$ cat config.mk
export PLATFORM = sky130hd
export DESIGN_NAME = mem_port_arbiter
export DESIGN_NICKNAME = d
export VERILOG_FILES = /design/src/rtl/riscv_mem_pkg.sv /design/src/rtl/mem_arb_starve_ctr.sv /design/src/rtl/mem_port_arbiter.sv
export SDC_FILE = /design/constraint.sdc
export NUM_CORES = 1
export LEC_CHECK = 0
export CORE_AREA = 4 4 84 165
export CTS_CLUSTER_DIAMETER = 200
export CTS_CLUSTER_SIZE = 25
export DETAILED_ROUTE_END_ITERATION = 6
export DIE_AREA = 0 0 88 169
export PLACE_DENSITY = 0.85
export SYNTH_ARGS = -nofsm -noshare
export SYNTH_HDL_FRONTEND = slang
export SYNTH_HIERARCHICAL = 1
export SYNTH_SLANG_ARGS = --single-unit
$ cat constraint.sdc
create_clock -name clk -period 5.6 [get_ports clk]
set_clock_uncertainty 0.2 [all_clocks]
set_input_delay 1.12 -clock clk [delete_from_list [all_inputs] [get_ports clk]]
set_output_delay 1.12 -clock clk [all_outputs]
set_load 0.01 [all_outputs]
$ cat src/rtl/riscv_mem_pkg.sv
// Shared types and sizing helpers for the unified memory-port arbiter.
package riscv_mem_pkg;

  typedef enum logic [2:0] {
    ARB_IDLE,
    ARB_REQ_I,
    ARB_REQ_D,
    ARB_WAIT_I,
    ARB_WAIT_D
  } arb_state_t;

  typedef enum logic {
    OWNER_I = 1'b0,
    OWNER_D = 1'b1
  } owner_t;

  localparam int unsigned DEF_MAX_D_STREAK = 4;
  localparam int unsigned STREAK_W         = $clog2(DEF_MAX_D_STREAK + 1);

  function automatic int unsigned streakWidth(input int unsigned maxStreak);
    return $clog2(maxStreak + 1);
  endfunction

endpackage

$ cat src/rtl/mem_arb_starve_ctr.sv
// Saturating count of consecutive data grants taken while a fetch was waiting.
module mem_arb_starve_ctr #(
  parameter int unsigned MAX = 4,
  parameter int unsigned W   = $clog2(MAX + 1)
) (
  input  logic         clk,
  input  logic         reset,
  input  logic         inc,
  input  logic         clr,
  output logic [W-1:0] count,
  output logic         sat
);

  localparam logic [W-1:0] MAX_V = W'(MAX);

  assign sat = (count == MAX_V);

  always_ff @(posedge clk) begin
    if (reset) begin
      count <= '0;
    end else if (clr) begin
      count <= '0;
    end else if (inc && !sat) begin
      count <= count + 1'b1;
    end
  end

endmodule

$ cat src/rtl/mem_port_arbiter.sv
// Shares one req/gnt/rvalid memory port between instruction fetch and data
// accesses; data has priority, bounded by a starvation guard for fetch.
module mem_port_arbiter
  import riscv_mem_pkg::*;
#(
  parameter int unsigned XLEN         = 32,
  parameter int unsigned MAX_D_STREAK = 4
) (
  input  logic            clk,
  input  logic            reset,
  input  logic            i_req,
  input  logic [XLEN-1:0] i_addr,
  output logic [XLEN-1:0] i_rdata,
  output logic            i_valid,
  input  logic            d_req,
  input  logic            d_we,
  input  logic [XLEN-1:0] d_addr,
  input  logic [XLEN-1:0] d_wdata,
  output logic [XLEN-1:0] d_rdata,
  output logic            d_valid,
  output logic            stall_f,
  output logic            stall_m,
  output logic            mem_req,
  output logic            mem_we,
  output logic [XLEN-1:0] mem_addr,
  output logic [XLEN-1:0] mem_wdata,
  input  logic            mem_gnt,
  input  logic            mem_rvalid,
  input  logic [XLEN-1:0] mem_rdata
);

  localparam int unsigned SW = streakWidth(MAX_D_STREAK);

  arb_state_t      state, stateNext;
  logic            grant;
  owner_t          grantOwner;
  logic            rspI, rspD;
  logic            streakInc, streakClr, streakSat;
  logic [SW-1:0]   streak;

  mem_arb_starve_ctr #(
    .MAX (MAX_D_STREAK),
    .W   (SW)
  ) uStarveCtr (
    .clk   (clk),
    .reset (reset),
    .inc   (streakInc),
    .clr   (streakClr),
    .count (streak),
    .sat   (streakSat)
  );

  always_ff @(posedge clk) begin
    if (reset) state <= ARB_IDLE;
    else       state <= stateNext;
  end

  // No arbitration while a completion pulse is out: the requester is
  // retiring that access and its req is not meaningful this cycle.
  always_comb begin
    stateNext  = state;
    grant      = 1'b0;
    grantOwner = OWNER_I;
    rspI       = 1'b0;
    rspD       = 1'b0;
    unique case (state)
      ARB_IDLE: begin
        if (!(i_valid || d_valid) && (d_req || i_req)) begin
          grant = 1'b1;
          if (d_req && !(i_req && streakSat)) begin
            grantOwner = OWNER_D;
            stateNext  = ARB_REQ_D;
          end else begin
            grantOwner = OWNER_I;
            stateNext  = ARB_REQ_I;
          end
        end
      end
      ARB_REQ_I:  if (mem_gnt) stateNext = ARB_WAIT_I;
      ARB_REQ_D:  if (mem_gnt) stateNext = ARB_WAIT_D;
      ARB_WAIT_I: if (mem_rvalid) begin
        rspI      = 1'b1;
        stateNext = ARB_IDLE;
      end
      ARB_WAIT_D: if (mem_rvalid) begin
        rspD      = 1'b1;
        stateNext = ARB_IDLE;
      end
      default:    stateNext = ARB_IDLE;
    endcase
  end

  assign streakInc = grant && (grantOwner == OWNER_D) && i_req;
  assign streakClr = grant && !streakInc;

  always_ff @(posedge clk) begin
    if (reset) begin
      mem_we    <= 1'b0;
      mem_addr  <= '0;
      mem_wdata <= '0;
    end else if (grant) begin
      if (grantOwner == OWNER_D) begin
        mem_we    <= d_we;
        mem_addr  <= d_addr;
        mem_wdata <= d_wdata;
      end else begin
        mem_we    <= 1'b0;
        mem_addr  <= i_addr;
        mem_wdata <= '0;
      end
    end
  end

  always_ff @(posedge clk) begin
    if (reset) begin
      i_valid <= 1'b0;
      d_valid <= 1'b0;
      i_rdata <= '0;
      d_rdata <= '0;
    end else begin
      i_valid <= rspI;
      d_valid <= rspD;
      if (rspI) i_rdata <= mem_rdata;
      if (rspD) d_rdata <= mem_rdata;
    end
  end

  assign mem_req = (state == ARB_REQ_I) || (state == ARB_REQ_D);
  assign stall_f = i_req && !i_valid;
  assign stall_m = d_req && !d_valid;

endmodule

# Yosys cells after proc, flatten, opt, wreduce, memory -nomap -nowiden
# Index checks and enable logic that the tools add are counted.
[totals]
output_inout_bits = 134
mem_bits_ro = 0
wordCells = 58
regBits = 137
mem_count = 0
latchBits = 0
ramBits = 0
[classes]
div_mod_pow = 0
reduce_logical = 22
order_cmp = 0
add_sub_neg = 1
multipliers = 0
n_eq_ne = 9
bitwise = 0
shifts = 0
muxes = 17
[ops]
columns = ["op", "n"]
rows = [
  ["32-bit two-way mux", 2],
  ["3-bit two-way mux", 4],
  ["3-bit case mux with 4 select lines", 1],
  ["1-bit logical AND", 9],
  ["1-bit two-way mux", 9],
  ["3-bit by 2-bit equality test with 1-bit output (second input constant)", 2],
  ["3-bit equality test (second input constant)", 2],
  ["1-bit logical NOT", 6],
  ["2-bit inequality test (second input constant)", 3],
  ["4-bit AND reduction", 1],
  ["2-bit OR reduction", 2],
  ["3-bit by 1-bit adder with 3-bit output (second input constant)", 1],
  ["3-bit by 1-bit equality test with 1-bit output (second input constant)", 1],
  ["3-bit logical NOT", 1],
  ["1-bit logical OR", 3],
  ["2-bit two-way mux", 1],
  ["2-bit by 1-bit inequality test with 1-bit output (second input constant)", 1],
]

# Logic depth before layout (Yosys ltp)
# Gate-level depths: netlist (run 1).
[depth]
word_depth = 12
depth_mapped = 9
ltp_nobuf = 7

# Hierarchy
# Netlist (run 1), hierarchy kept.
[modules_own_cells]
columns = ["module", "cells_per_inst", "instances", "area_per_inst_um2", "seq_area_each_um2"]
rows = [
  ["mem_port_arbiter", 659, 1, 5293.8, 2682.6],
  ["mem_arb_starve_ctr", 18, 1, 187.7, 60.1],
]

# Worst setup path after synthesis (run 1)
# OpenSTA, ideal clock, no wires.
[synth_path]
path_type = "input-to-reg"
start = "input d_req"
end = "register uStarveCtr.count[0]"
required_time_ns = 5.277
path_stages = 6
setup_ns = 0.123
arrival_ns = 2.412
path_slack_ns = 2.865
cell_sequence = "a21boi_1 -> buf_2 -> buf_2 -> and3_1 -> a21boi_2 -> mux2_1"
[synth_via]
elab_chain_cells = 9
elab_cells_between_ends = 14
[synth_lines]
columns = ["element", "line_no", "source"]
rows = [
  ["from (decl)", "mem_port_arbiter.sv:15", "input logic d_req,"],
  ["1-bit logical AND / 1-bit logical OR (equally long branches)", "mem_port_arbiter.sv:70, mem_port_arbiter.sv:68", ""],
  ["1-bit two-way mux / 1-bit logical AND (equally long branches)", "mem_port_arbiter.sv:70, mem_port_arbiter.sv:68", ""],
  ["1-bit two-way mux", "mem_port_arbiter.sv:68", "if (!(i_valid || d_valid) && (d_req || i_req)) begin"],
  ["1-bit two-way mux", "mem_port_arbiter.sv:66", "unique case (state)"],
  ["1-bit logical AND (*) (2 in a row)", "mem_port_arbiter.sv:93", "assign streakInc = grant && (grantOwner == OWNER_D) && i_req;"],
  ["named net streakInc", "mem_port_arbiter.sv:38", "logic streakInc, streakClr, streakSat;"],
  ["1-bit logical NOT", "mem_port_arbiter.sv:94", "assign streakClr = grant && !streakInc;"],
  ["1-bit logical AND", "mem_port_arbiter.sv:94", ""],
  ["2-bit OR reduction (no line)", "--", ""],
  ["to (signal assigned)", "mem_arb_starve_ctr.sv:24", "count <= count + 1'b1;"],
  ["to (decl)", "mem_arb_starve_ctr.sv:10", "output logic [W-1:0] count,"],
]
# The timed path passes the listed nets; every way through them passes the cells marked *.
# A chain may end at the register's enable or synchronous reset.

# Worst setup path after layout (run 1)
[layout_path]
start = "input i_req"
end = "output stall_f"
[layout_via]
elab_chain_cells = 1
[layout_lines]
columns = ["element", "line_no", "source"]
rows = [
  ["from (decl)", "mem_port_arbiter.sv:11", "input logic i_req,"],
  ["1-bit logical AND", "mem_port_arbiter.sv:129", "assign stall_f = i_req && !i_valid;"],
  ["to (decl)", "mem_port_arbiter.sv:21", "output logic stall_f,"],
]
# No other way between the ends.

==> results of run 1 <==
## layout make-up
cell class                 count  area [µm²]
sequential                   137        2740
clock inverter                13         189
tap                          150         188
inverter                       2        7.51
multi-input combinational    470        2450
timing repair buffer         277        2750
fill                         974        3800
clock buffer                  18         429
## per-stage QoR
stage	total power, µW	hold WS [ns]	std cells	setup WS (ns)
2_1_floorplan	1380	0.281	677	2.87
3_3_place_gp	1650	0.240	1036	1.67
3_5_place_dp	1660	0.246	1036	1.63
4_1_cts	2840	0.255	1067	1.77
5_1_grt	2930	0.272	1067	1.73
6_report	2810	0.252	1067	1.75
## where the power goes
part           total (µW)  switching [µW]  internal, µW
Sequential           1090            45.1          1050
Clock                1170             423           749
Combinational         551             271           280
Total                2810             738          2070
## sequential cells by signal, summed over array words and instances, names as in the netlist
name and flops:
i_rdata 32, state 3, mem_wdata 32, d_valid 1
uStarveCtr/count 3, d_rdata 32, i_valid 1, mem_we 1
mem_addr 32
## cells in the final DEF (no fill, tap or decap), types with 2 or more instances in the layout
cell type	synthesis	final
clkbuf_16	0	17
nand4_1	33	33
clkinvlp_4	0	2
buf_4	1	10
inv_6	0	5
mux2_1	2	2
nor3b_1	3	3
o21ai_1	30	30
inv_1	2	2
nor2b_1	3	3
clkdlybuf4s50_1	0	267
ha_1	2	2
and4b_1	2	2
a21oi_1	133	133
a311oi_1	32	32
o21ai_0	3	3
nor2_1	4	4
nand2b_1	2	2
nor3_1	2	2
clkinv_2	0	2
nand2_1	193	193
dfxtp_1	137	137
bufinv_16	0	4
## logic make-up after synthesis
| logic type | after synthesis | synth area share [%] |
|---|---|---|
| adders and majority gates | 2 | 0.456 |
| buffers and inverters | 70 | 5.89 |
| xor gates and xnor gates | 1 | 0.160 |
| and+or+nand+nor | 255 | 20.9 |
| muxes | 2 | 0.411 |
| AOI/OAI and AO/OA | 210 | 22.2 |
| DFF | 137 | 50.0 |
## routing by layer
layer  wire length (µm)  track usage [%]  up-vias
li1                   -                -     2825
met1               6670             27.4     2656
met2               9810             42.3      258
met3               1220             5.50       61
met4                990             14.4        0
met5                  0                0        -
## worst min-delay path, delay by kind of cell (launching register included)
family | cells | cell delay (ns)
AO/OA/AOI/OAI | 1 | 0.05
flip-flops | 1 | 0.31
AND/OR/NAND/NOR | 1 | 0.05
## worst min path at each step
stage	start	to	cells after the start
2_1_floorplan	d_rdata[0]$_SDFFE_PP0P_	d_rdata[0]$_SDFFE_PP0P_	2
3_3_place_gp	d_rdata[27]$_SDFFE_PP0P_	d_rdata[27]$_SDFFE_PP0P_	2
3_5_place_dp	i_rdata[17]$_SDFFE_PP0P_	i_rdata[17]$_SDFFE_PP0P_	2
4_1_cts	i_rdata[0]$_SDFFE_PP0P_	i_rdata[0]$_SDFFE_PP0P_	2
5_1_grt	d_rdata[27]$_SDFFE_PP0P_	d_rdata[27]$_SDFFE_PP0P_	2
6_report	i_rdata[29]$_SDFFE_PP0P_	i_rdata[29]$_SDFFE_PP0P_	2
==> out/results.ini, run 1 <==
[critical_path]
reg2reg_depth = 5
slowest_stage = clkdlybuf4s50_1
crit_family = buffers and inverters
r2r_end = uStarveCtr/count[0]$_SDFFE_PP0P_
crit_fanout = 8
arrival_ns = 2.53
critPathKind = primary input to output port
crit_top_cell = clkdlybuf4s50_1
r2r_start = state[0]$_SDFFE_PP0P_
startpoint_type = primary input
cp.required_ns = 4.28
slowest_delay_ns = 0.70
critical_path_buf_inv_count = 2
crit_path_end = stall_f
path_cells = clkdlybuf4s50_1, nor2b_1, clkdlybuf4s50_1
crit_start = i_req
reg2reg_slack_ns = 2.01
end_kind = output port
cp.depth = 3

[timing]
min_period_ns = 3.85
worstMarginPinSlew_ns = 1.18
fmax_mhz = 260
grt_setup_unrepaired = no
fin_crit_sh_pct = 68.7
setup_viol = 0
slew_viol_final = 0
finalHoldViolCount = 0
max_slew_margin_pct = 21.6
setup-tns-final_ns = 0

[global_routing]
grt_pass1_wl_mm = 29.3
grt_max_degree = 89
grt_pass1_vias = 5779
grt_overflow_total = 0
grt_use_total_pct = 24.8
antenna_found_initial = 0

[synth]
synth-seq-area-share_pct = 50.0
synth_nets = 814
ys_top_cells_by_count = nand2_1, dfxtp_1, a21oi_1
synth.distinct_cells = 46
ys.flop_type = dfxtp_1
synth.most_common_cell = nand2_1
syn_avg_cell_area_um2 = 8.10
synth_top_area_share_pct = 50.0
yosysTopAreaCell = dfxtp_1
synth-seq-cells = 137
ys_warn_count = 6
synth_edf_count = 0
yosys-top-cells-area = dfxtp_1, nand2_1, a21oi_1
syn_inst = 677
syn_area_um2 = 5480
async_flop_share_pct = 0

[clock_network]
cts_tree = done
cts.sinks = 137
clk_latency_ns = 0.39
cts-root-buf = clkbuf_16
htree_levels = 4
post_cts_buffers = 0
cts_buffer_depth = 2
cts-buffers-inserted = 17
post_cts_resize_count = 0
clkSlewWorstSetupHoldPaths_ns = 0.06
postCtsHoldBufs = 0

[detailed_routing]
vias_per_cell = 5.44
wirelength_mm = 18.7
drtIter0Drc = 267
dr.pass1.iters = 5
drc = 0
vias = 5800
wire_per_inst_um = 17.5
ant_nets = 0

[floorplanning]
row_count = 58
io_pins = 269
coreArea_um2 = 12600
initial_core_util_pct = 43.7
dieArea_um2 = 14900
die_h_um = 169
fp.dieW_um = 88

[job]
cap_violations = 0

[status]
outcome = completed

[power_and_ir_drop]
power_density_nw_per_um2 = 321
p_leak_uw = 0.00305
worst_ir_drop_vdd_uv = 274

[place]
place_hpwl_mm = 13.0
placed_area_um2 = 8140
routabilityCongestion = 0.824
buffer_ports.inserted = 268

[finish]
area_growth_pct = 59.7
drive_above_1_share_pct = 5.56
post-route-util_pct = 69.7
design_area_um2 = 8750
diodes = 0
fin_nets = 1042

[worst_hold_path]
hold_path.class = flop to flop

Note: power is estimated with default switching activity, not from simulation.
==> run 2: changes to the inputs <==
--- a/config.mk
+++ b/config.mk
@@ -5,12 +5,12 @@
 export SDC_FILE = /design/constraint.sdc
 export NUM_CORES = 1
 export LEC_CHECK = 0
-export CORE_AREA = 4 4 84 165
+export CORE_AREA = 4 4 92 180
 export CTS_CLUSTER_DIAMETER = 200
 export CTS_CLUSTER_SIZE = 25
 export DETAILED_ROUTE_END_ITERATION = 6
-export DIE_AREA = 0 0 88 169
-export PLACE_DENSITY = 0.85
+export DIE_AREA = 0 0 96 184
+export PLACE_DENSITY = 0.76
 export SYNTH_ARGS = -nofsm -noshare
 export SYNTH_HDL_FRONTEND = slang
 export SYNTH_HIERARCHICAL = 1
==> constraint.sdc (replaced) <==
create_clock -name clk -period 3.5 [get_ports clk]
set_clock_uncertainty 0.2 [all_clocks]
set_input_delay 0.7 -clock clk [delete_from_list [all_inputs] [get_ports clk]]
set_output_delay 0.7 -clock clk [all_outputs]
set_load 0.01 [all_outputs]
==> run 2 against run 1 <==
Wire length up 3.1%; die area up 19%; sequential power up 60%; clock-buffer cell count up 2; register-to-register slack worse by 1.0 ns; final cell count up 5.1%; clock power up 59%; sequential share of layout area down 0.53 points; non-clock buffer count up 6; total power up 60%; flip-flop and latch count unchanged; design area up 1.7%.
==> out/results.ini, run 2 (synthesized netlist as in run 1, its figures left out) <==
[power_and_ir_drop]
switching_power_uw = 1200  ; was 738 µW
seq_power_share_pct = 38.6  ; was 38.8%
combPwrFrac_pct = 20.1  ; was 19.6%
p_clk_share_pct = 41.3  ; was 41.6%
power_density_nw_per_um2 = 507  ; was 321 nW/µm²
worst_ir_drop_vdd_uv = 306  ; was 274 µV
intPower_uw = 3310  ; was 2070 µW
p_leak_uw = 0.00309  ; was 0.00305 µW
p_sw_share_pct = 26.7  ; was 26.3%

[critical_path]
crit_fanout = 8  ; unchanged
slowest_delay_ns = 0.66  ; was 0.70 ns
end_kind = output port  ; unchanged
reg2reg_depth = 6  ; was 5
path_cells = clkdlybuf4s50_1, nor2b_1, clkdlybuf4s50_1  ; unchanged
cp.required_ns = 2.60  ; was 4.28 ns
slowest_stage = clkdlybuf4s50_1  ; unchanged
arrival_ns = 2.07  ; was 2.53 ns
startpoint_type = primary input  ; unchanged
crit_top_cell = clkdlybuf4s50_1  ; unchanged
critPathKind = primary input to output port  ; unchanged

[global_routing]
grt_pass1_vias = 5658  ; was 5779
grt_overflow_total = 0  ; unchanged
grt_pass1_wl_mm = 29.6  ; was 29.3 mm
grt_use_total_pct = 21.7  ; was 24.8%
grt_max_degree = 66  ; was 89
antenna_found_initial = 0  ; unchanged

[clock_network]
postCtsHoldBufs = 0  ; unchanged
cts_tree = done  ; unchanged
cts-buffers-inserted = 17  ; unchanged
clkSlewWorstSetupHoldPaths_ns = 0.06  ; about the same
post_cts_resize_count = 0  ; unchanged
post_cts_buffers = 0  ; unchanged
cts-root-buf = clkbuf_16  ; unchanged
cts_buffer_depth = 2  ; unchanged
clk_latency_ns = 0.41  ; was 0.39 ns
htree_levels = 4  ; unchanged
cts.sinks = 137  ; unchanged

[finish]
final_cells = 1121  ; was 1067
diodes = 0  ; unchanged
nFillCells = 1372  ; was 974
fin_nets = 1048  ; was 1042
area_growth_pct = 62.5  ; was 59.7%
design_area_um2 = 8900  ; was 8750 µm²
drive_above_1_share_pct = 6.28  ; was 5.56%
final_common_cell = clkdlybuf4s50_1  ; unchanged
layout_common_cells = clkdlybuf4s50_1, nand2_1, dfxtp_1  ; unchanged
regArea_um2 = 2740  ; unchanged
multi_input_area_um2 = 2450  ; unchanged

[timing]
setup_ws_ns = 0.528  ; was 1.75 ns
slew_viol_final = 0  ; unchanged
min_period_ns = 2.97
worstMarginPinSlew_ns = 0.589  ; was 1.18 ns
finalHoldViolCount = 0  ; unchanged
setup_viol = 0  ; unchanged
fmax_mhz = 336
fin_crit_sh_pct = 84.9
max_slew_margin_pct = 60.7  ; was 21.6%
setup-tns-final_ns = 0  ; unchanged
grt_setup_unrepaired = no  ; unchanged

[detailed_routing]
wirelength_mm = 19.3  ; was 18.7 mm
vias_per_cell = 5.16  ; was 5.44
wire_per_inst_um = 17.2  ; was 17.5 µm
drc = 0  ; unchanged
ant_nets = 0  ; unchanged
vias = 5781  ; was 5800
dr.pass1.iters = 5  ; unchanged
drtIter0Drc = 290  ; was 267

[status]
outcome = completed  ; unchanged

[floorplanning]
dieArea_um2 = 17700  ; was 14900 µm²
coreArea_um2 = 15300  ; was 12600 µm²
row_count = 64  ; was 58
initial_core_util_pct = 35.8  ; was 43.7%
io_pins = 269  ; unchanged
fp.dieW_um = 96  ; was 88 µm
die_h_um = 184  ; was 169 µm

[worst_hold_path]
hold_path.class = flop to flop  ; unchanged
whs_path_depth = 2  ; unchanged

[job]
cap_violations = 0  ; unchanged

[place]
placed_area_um2 = 8290  ; was 8140 µm²
place_hpwl_mm = 13.1  ; was 13.0 mm
placed_cells = 1090  ; was 1036
routabilityCongestion = 0.791  ; was 0.824
place_ws_ns = 0.517  ; was 1.63 ns
buffer_ports.inserted = 268  ; unchanged

==> run 2: cell types whose count changed in the layout (fill, tap and decap cells not counted) <==
cell and change:
clkbuf_1 -1, inv_6 -5, clkbuf_8 +3, clkinv_4 +1, clkinvlp_4 +3, bufinv_16 -1
buf_4 +2, buf_12 +4
==> run 2: layer usage <==
metal,up-vias,GRT usage [%],part of all wire [%],routed length (µm)
met5,-,0,0,0
met4,0,12.1,3.9,751
met3,46,5.28,5.8,1110
met2,198,37.4,53,10200
met1,2703,23.5,38,7240
li1,2834,-,-,-
==> run 2: critical path: cells and delay by family <==
family                 cells  cell delay [ns]
buffers and inverters      2             1.20
and+or+nand+nor            1             0.17
==> run 2: layout make-up <==
type	count	area share (%)
Timing Repair Buffer	283	31.9
Sequential cell	137	30.8
Multi-Input combinational cell	470	27.5
Clock buffer	20	5.24
Tap cell	198	2.78
Clock inverter	11	1.64
Inverter	2	0.0843
==> run 2: worst paths after layout <==
kind | startpoint | slack (ns) | to
worst max-delay path | i_req | 0.53 | stall_f
worst min-delay path | d_rdata[12]$_SDFFE_PP0P_ | 0.25 | d_rdata[12]$_SDFFE_PP0P_
worst max register to register | state[0]$_SDFFE_PP0P_ | 1.00 | uStarveCtr/count[0]$_SDFFE_PP0P_
worst min register to register | d_rdata[12]$_SDFFE_PP0P_ | 0.25 | d_rdata[12]$_SDFFE_PP0P_
==> run 2: power by group through the flow <==
| stage | Combinational [µW] | Sequential (µW) | Clock [µW] |
|---|---|---|---|
| 6_report | 908 | 1740 | 1860 |
| 5_1_grt | 981 | 1760 | 1970 |
| 4_1_cts | 913 | 1740 | 1900 |
| 3_5_place_dp | 910 | 1770 | 0 |
| 3_3_place_gp | 902 | 1770 | 0 |
| 2_1_floorplan | 393 | 1810 | 0 |
==> run 2: metrics by stage <==
stage | hold WS, ns | util (%) | power, µW
final | 0.251 | 58.2 | 4510
after global routing | 0.265 | 58.2 | 4700
after CTS | 0.253 | 58.2 | 4560
after detailed placement | 0.247 | 54.2 | 2680
after global placement | 0.241 | 54.2 | 2670
after floorplan | 0.281 | - | 2200
